## src/rtl/flag_gen.sv

```systemverilog
// rtl/flag_gen.sv - Condition-flag generator: registers Z/V/N from ALU results.
// Optional build macro: FLAG_GEN_BYPASS_EN removes the S1 capture stage.
module flag_gen #(
  parameter int WIDTH = 16
) (
  input  logic             clk,
  input  logic             rst_n,
  input  logic             in_valid,
  output logic             in_ready,
  input  logic [1:0]       op,
  input  logic [WIDTH-1:0] a,
  input  logic [WIDTH-1:0] b,
  input  logic [WIDTH-1:0] res,
  input  logic             hold,
  output logic             z,
  output logic             v,
  output logic             n,
  output logic             out_valid,
  output logic             flags_pending
);

  localparam logic [1:0] OP_ADD  = 2'b00;
  localparam logic [1:0] OP_SUB  = 2'b01;
  localparam logic [1:0] OP_NONE = 2'b11;

  logic             z_q, z_d;
  logic             v_q, v_d;
  logic             n_q, n_d;
  logic             out_valid_q, out_valid_d;

  logic             accept;
  logic [1:0]       f_op;
  logic [WIDTH-1:0] f_a, f_b, f_res;
  logic             f_write;

`ifndef FLAG_GEN_BYPASS_EN
  typedef enum logic {S1_EMPTY, S1_FULL} s1_state_e;

  s1_state_e        s1_state_q, s1_state_d;
  logic [1:0]       s1_op_q, s1_op_d;
  logic [WIDTH-1:0] s1_a_q, s1_a_d;
  logic [WIDTH-1:0] s1_b_q, s1_b_d;
  logic [WIDTH-1:0] s1_res_q, s1_res_d;
  logic             s1_valid;
  logic             drain;

  assign s1_valid      = (s1_state_q == S1_FULL);
  assign in_ready      = !s1_valid || !hold;
  assign accept        = in_valid && in_ready;
  assign drain         = s1_valid && !hold;
  assign flags_pending = s1_valid && (s1_op_q != OP_NONE);

  // A drain and an accept in the same cycle keep S1 full with the new op.
  always_comb begin
    s1_state_d = s1_state_q;
    case (s1_state_q)
      S1_EMPTY: if (accept)          s1_state_d = S1_FULL;
      S1_FULL:  if (drain && !accept) s1_state_d = S1_EMPTY;
      default:                       s1_state_d = S1_EMPTY;
    endcase
  end

  always_comb begin
    s1_op_d  = s1_op_q;
    s1_a_d   = s1_a_q;
    s1_b_d   = s1_b_q;
    s1_res_d = s1_res_q;
    if (accept) begin
      s1_op_d  = op;
      s1_a_d   = a;
      s1_b_d   = b;
      s1_res_d = res;
    end
  end

  always_ff @(posedge clk or negedge rst_n) begin
    if (!rst_n) begin
      s1_state_q <= S1_EMPTY;
      s1_op_q    <= OP_NONE;
      s1_a_q     <= '0;
      s1_b_q     <= '0;
      s1_res_q   <= '0;
    end else begin
      s1_state_q <= s1_state_d;
      s1_op_q    <= s1_op_d;
      s1_a_q     <= s1_a_d;
      s1_b_q     <= s1_b_d;
      s1_res_q   <= s1_res_d;
    end
  end

  assign f_op    = s1_op_q;
  assign f_a     = s1_a_q;
  assign f_b     = s1_b_q;
  assign f_res   = s1_res_q;
  assign f_write = drain && (s1_op_q != OP_NONE);
`else
  assign in_ready      = !hold;
  assign accept        = in_valid && in_ready;
  assign flags_pending = 1'b0;

  assign f_op    = op;
  assign f_a     = a;
  assign f_b     = b;
  assign f_res   = res;
  assign f_write = accept && (op != OP_NONE);
`endif

  // res is trusted; overflow is inferred from operand and result sign bits only.
  always_comb begin
    z_d         = z_q;
    v_d         = v_q;
    n_d         = n_q;
    out_valid_d = f_write;
    if (f_write) begin
      z_d = (f_res == '0);
      n_d = f_res[WIDTH-1];
      case (f_op)
        OP_ADD:  v_d = (f_a[WIDTH-1] == f_b[WIDTH-1]) && (f_res[WIDTH-1] != f_a[WIDTH-1]);
        OP_SUB:  v_d = (f_a[WIDTH-1] != f_b[WIDTH-1]) && (f_res[WIDTH-1] != f_a[WIDTH-1]);
        default: v_d = 1'b0;
      endcase
    end
  end

  always_ff @(posedge clk or negedge rst_n) begin
    if (!rst_n) begin
      z_q         <= 1'b0;
      v_q         <= 1'b0;
      n_q         <= 1'b0;
      out_valid_q <= 1'b0;
    end else begin
      z_q         <= z_d;
      v_q         <= v_d;
      n_q         <= n_d;
      out_valid_q <= out_valid_d;
    end
  end

  assign z         = z_q;
  assign v         = v_q;
  assign n         = n_q;
  assign out_valid = out_valid_q;

endmodule

```

## config.mk

```make
export PLATFORM = sky130hd
export DESIGN_NAME = flag_gen
export DESIGN_NICKNAME = d
export VERILOG_FILES = /design/src/rtl/flag_gen.sv
export SDC_FILE = /design/constraint.sdc
export NUM_CORES = 1
export LEC_CHECK = 0
export CORE_MARGIN = 2
export CORE_UTILIZATION = 25
export CTS_CLUSTER_SIZE = 10
export DETAILED_ROUTE_END_ITERATION = 12
export PLACE_DENSITY_LB_ADDON = 0.3
export SLEW_MARGIN = 20
export SYNTH_ARGS = -nofsm -noshare
export SYNTH_HDL_FRONTEND = slang
export SYNTH_SLANG_ARGS = --single-unit
export TNS_END_PERCENT = 5
```

## constraint.sdc

```tcl
create_clock -name clk -period 1.4 [get_ports clk]
set_input_delay 0.28 -clock clk [delete_from_list [all_inputs] [get_ports clk]]
set_output_delay 0.28 -clock clk [all_outputs]
set_load 0.005 [all_outputs]
```

==> flow_summary.ini <==
[run_status]
status = finished, final reports clean

[timing]
fmax_ghz = 0.7419
skew_ps = 4.847
worstMarginPinSlew_ps = 395.1
hold_ws_ps = 353.2
period_minus_slack_ps = 1348
fin_crit_sh = 0.9628
setup_viol = 0
final_max_slew_viol_count = 0
hold_viol = 0
rsz0062_at_grt = no
relSlewSlack = 0.7366

[logic_synthesis]
avgSynthCellArea_um2 = 16.83
synth_cell_types = 16
synth_compound_area_frac = 0.009989
synth_fa_ha_area_frac = 0
yosys-mux-area-fraction = 0.3063
netlist_area_mm2 = 0.001127
synth-xor-area-share = 0.007769
ys_seq_area_frac = 0.5572
synth_top_family_by_area = multiplexers
syn_nets = 121
yosysWarningCount = 0
yosys.area_share.simple = 0.06659
synth_seq_cells = 25
postSynthCellCount = 67

[hold_path]
hp-class = in -> async

[setup_path]
path_class = in -> reg
slowest_stage = clkdlybuf4s50_1
path_delay_family = buffers and inverters
arrival_ps = 1500
crit_fanout = 20
cp_cell_sequence = clkdlybuf4s50_1 -> and2_4 -> mux2_4
required_ps = 1550
startpoint_type = primary input
worst_path_largest_cell_delay_ps = 470
worst-path-buf-inv = 1
endpoint_kind = flop

[final_layout]
fin_area_mm2 = 0.001519
final_cell_mix = 23 x dfrtp_1, 22 x clkdlybuf4s50_1, 21 x mux2_4
nets = 157
layout-drive-gt1-share = 0.3529
synthToLayoutAreaGrowth_pct = 34.74
fin_util = 0.3489
final_common_cell = dfrtp_1
diodes = 0

[global_route]
grt_pass1_wl_um = 3622
overflow = 0
grt_max_degree = 26
grt_pass1_vias = 718
antenna_found_initial = 0
grt_usage = 0.09367

[floorplanning]
die_w_um = 71.15
num_rows = 24
die-area_mm2 = 0.005062
die_y_um = 71.15
ioPinCount = 60
core_area_mm2 = 0.004354
initial_core_util = 0.2589

[power]
leakage_nw = 0.6896
p_seq_frac = 0.529
p_sw_frac = 0.2364
power.internal_mw = 1.305
p_clk_frac = 0.246
power.switching_mw = 0.4042
power_frac_comb = 0.226
ir_drop_v = 0.0006021
p_per_area_mw_per_mm2 = 1125

[route]
antenna_left = 0
drt-total-wl_um = 2078
wl_per_cell_um = 13.49
via_count = 637
drc = 0
viasPerCell = 4.136
drtPass1Iterations = 2
first_iter_violations = 35

[place]
dpl_cell_area_mm2 = 0.001466
dp_hpwl_um = 1480
port_buffers = 29
gp_congestion = 0.6969

[clock_network]
clock_latency_ps = 270
cts-buffers-inserted = 3
cts_htree_levels = 1
tritoncts = yes
cts-root-buf = clkbuf_8
cts_sinks = 25
path_clk_slew_ps = 80
cts_buffer_depth = 2

[flow_run]
maxCapViolCount = 0
-- cell families after synthesis --
family	Yosys count
DFF	25
muxes	24
and+or+nand+nor	11
buffers and inverters	5
AOI/OAI and AO/OA	1
xor gates and xnor gates	1
-- worst reg2reg max path, cell delays in order, from the launching register on --
cell	delay, ps
dfrtp_1	400
nand2_2	70
and2_4	400
mux2_4	350
-- synthesized netlist by cell type --
| cell | number | area [um2] |
|---|---|---|
| dfstp_2 | 2 | 52.55 |
| or2b_1 | 1 | 7.510 |
| a21boi_2 | 1 | 11.26 |
| mux2i_1 | 3 | 30.03 |
| nor4_1 | 4 | 25.02 |
| buf_6 | 1 | 11.26 |
| nor3b_1 | 2 | 15.01 |
| nand2_2 | 1 | 6.260 |
| dfrtp_1 | 23 | 575.6 |
| nand4_1 | 1 | 6.260 |
| inv_1 | 2 | 7.510 |
| mux2_4 | 21 | 315.3 |
| buf_12 | 2 | 40.04 |
| and2_4 | 1 | 8.760 |
| xnor2_1 | 1 | 8.760 |
| nor2b_1 | 1 | 6.260 |
-- per-stage QoR --
stage	setup slack [ps]	power [mW]	instances	TNS, ps
floorplan	151.4	1.148	67	0
global placement	-256.0	1.309	148	-5377
detailed placement	-276.4	1.316	148	-5797
CTS	1.754	1.737	154	0
global route	7.584	1.820	154	0
finish	52.12	1.709	154	0
-- state kept, by name, summed over array words and instances (netlist names) --
name	cells
f_a	1
f_b	1
f_op	2
f_res	16
n	1
out_valid	1
s1_state_q	1
v	1
z	1
-- per-layer routing --
metal  part of all wire  global-route usage
met1               0.47              0.1303
met2               0.47              0.1358
met3              0.049             0.03704
met4             0.0082             0.02516
met5                  0                   0
-- what timing repair did --
item / CTS / global route
buffers inserted: 2 / 0
hold buffers: 0 / 0
endpoints found under the hold margin: 0 / 0
gates resized for setup: 7 / 2
setup endpoints to repair: 5 / 3
pin swaps: 0 / 1
-- layout make-up --
| cell class | count | area [um2] |
|---|---|---|
| multi-input combinational | 37 | 440.4 |
| timing repair buffer | 34 | 331.6 |
| sequential | 25 | 628.1 |
| tap | 52 | 65.06 |
| clock inverter | 1 | 5.005 |
| inverter | 2 | 7.507 |
| clock buffer | 3 | 41.29 |
| fill | 408 | 2835 |
-- power by group through the flow --
stage          logic, mW  clock network [mW]  registers, mW
2_1_floorplan      0.243                   0          0.904
3_3_place_gp       0.386                   0          0.923
3_5_place_dp       0.392                   0          0.924
4_1_cts            0.396               0.435          0.906
5_1_grt            0.422               0.478          0.920
6_report           0.386               0.420          0.904
-- path summary, 6_finish.rpt --
check,startpoint,to,slack [ps],depth (start not counted)
max in group asynchronous,rst_n,f_op[0],820,2
worst min-delay path,rst_n,f_res[9],350,2
min in group clk,hold,s1_state_q,480,3
worst min register to register,f_res[10],f_res[10],520,1
worst max-delay path,in_valid,f_res[14],50,3
worst max register to register,s1_state_q,f_res[14],70,3
Power figures use the tool's default switching activity.
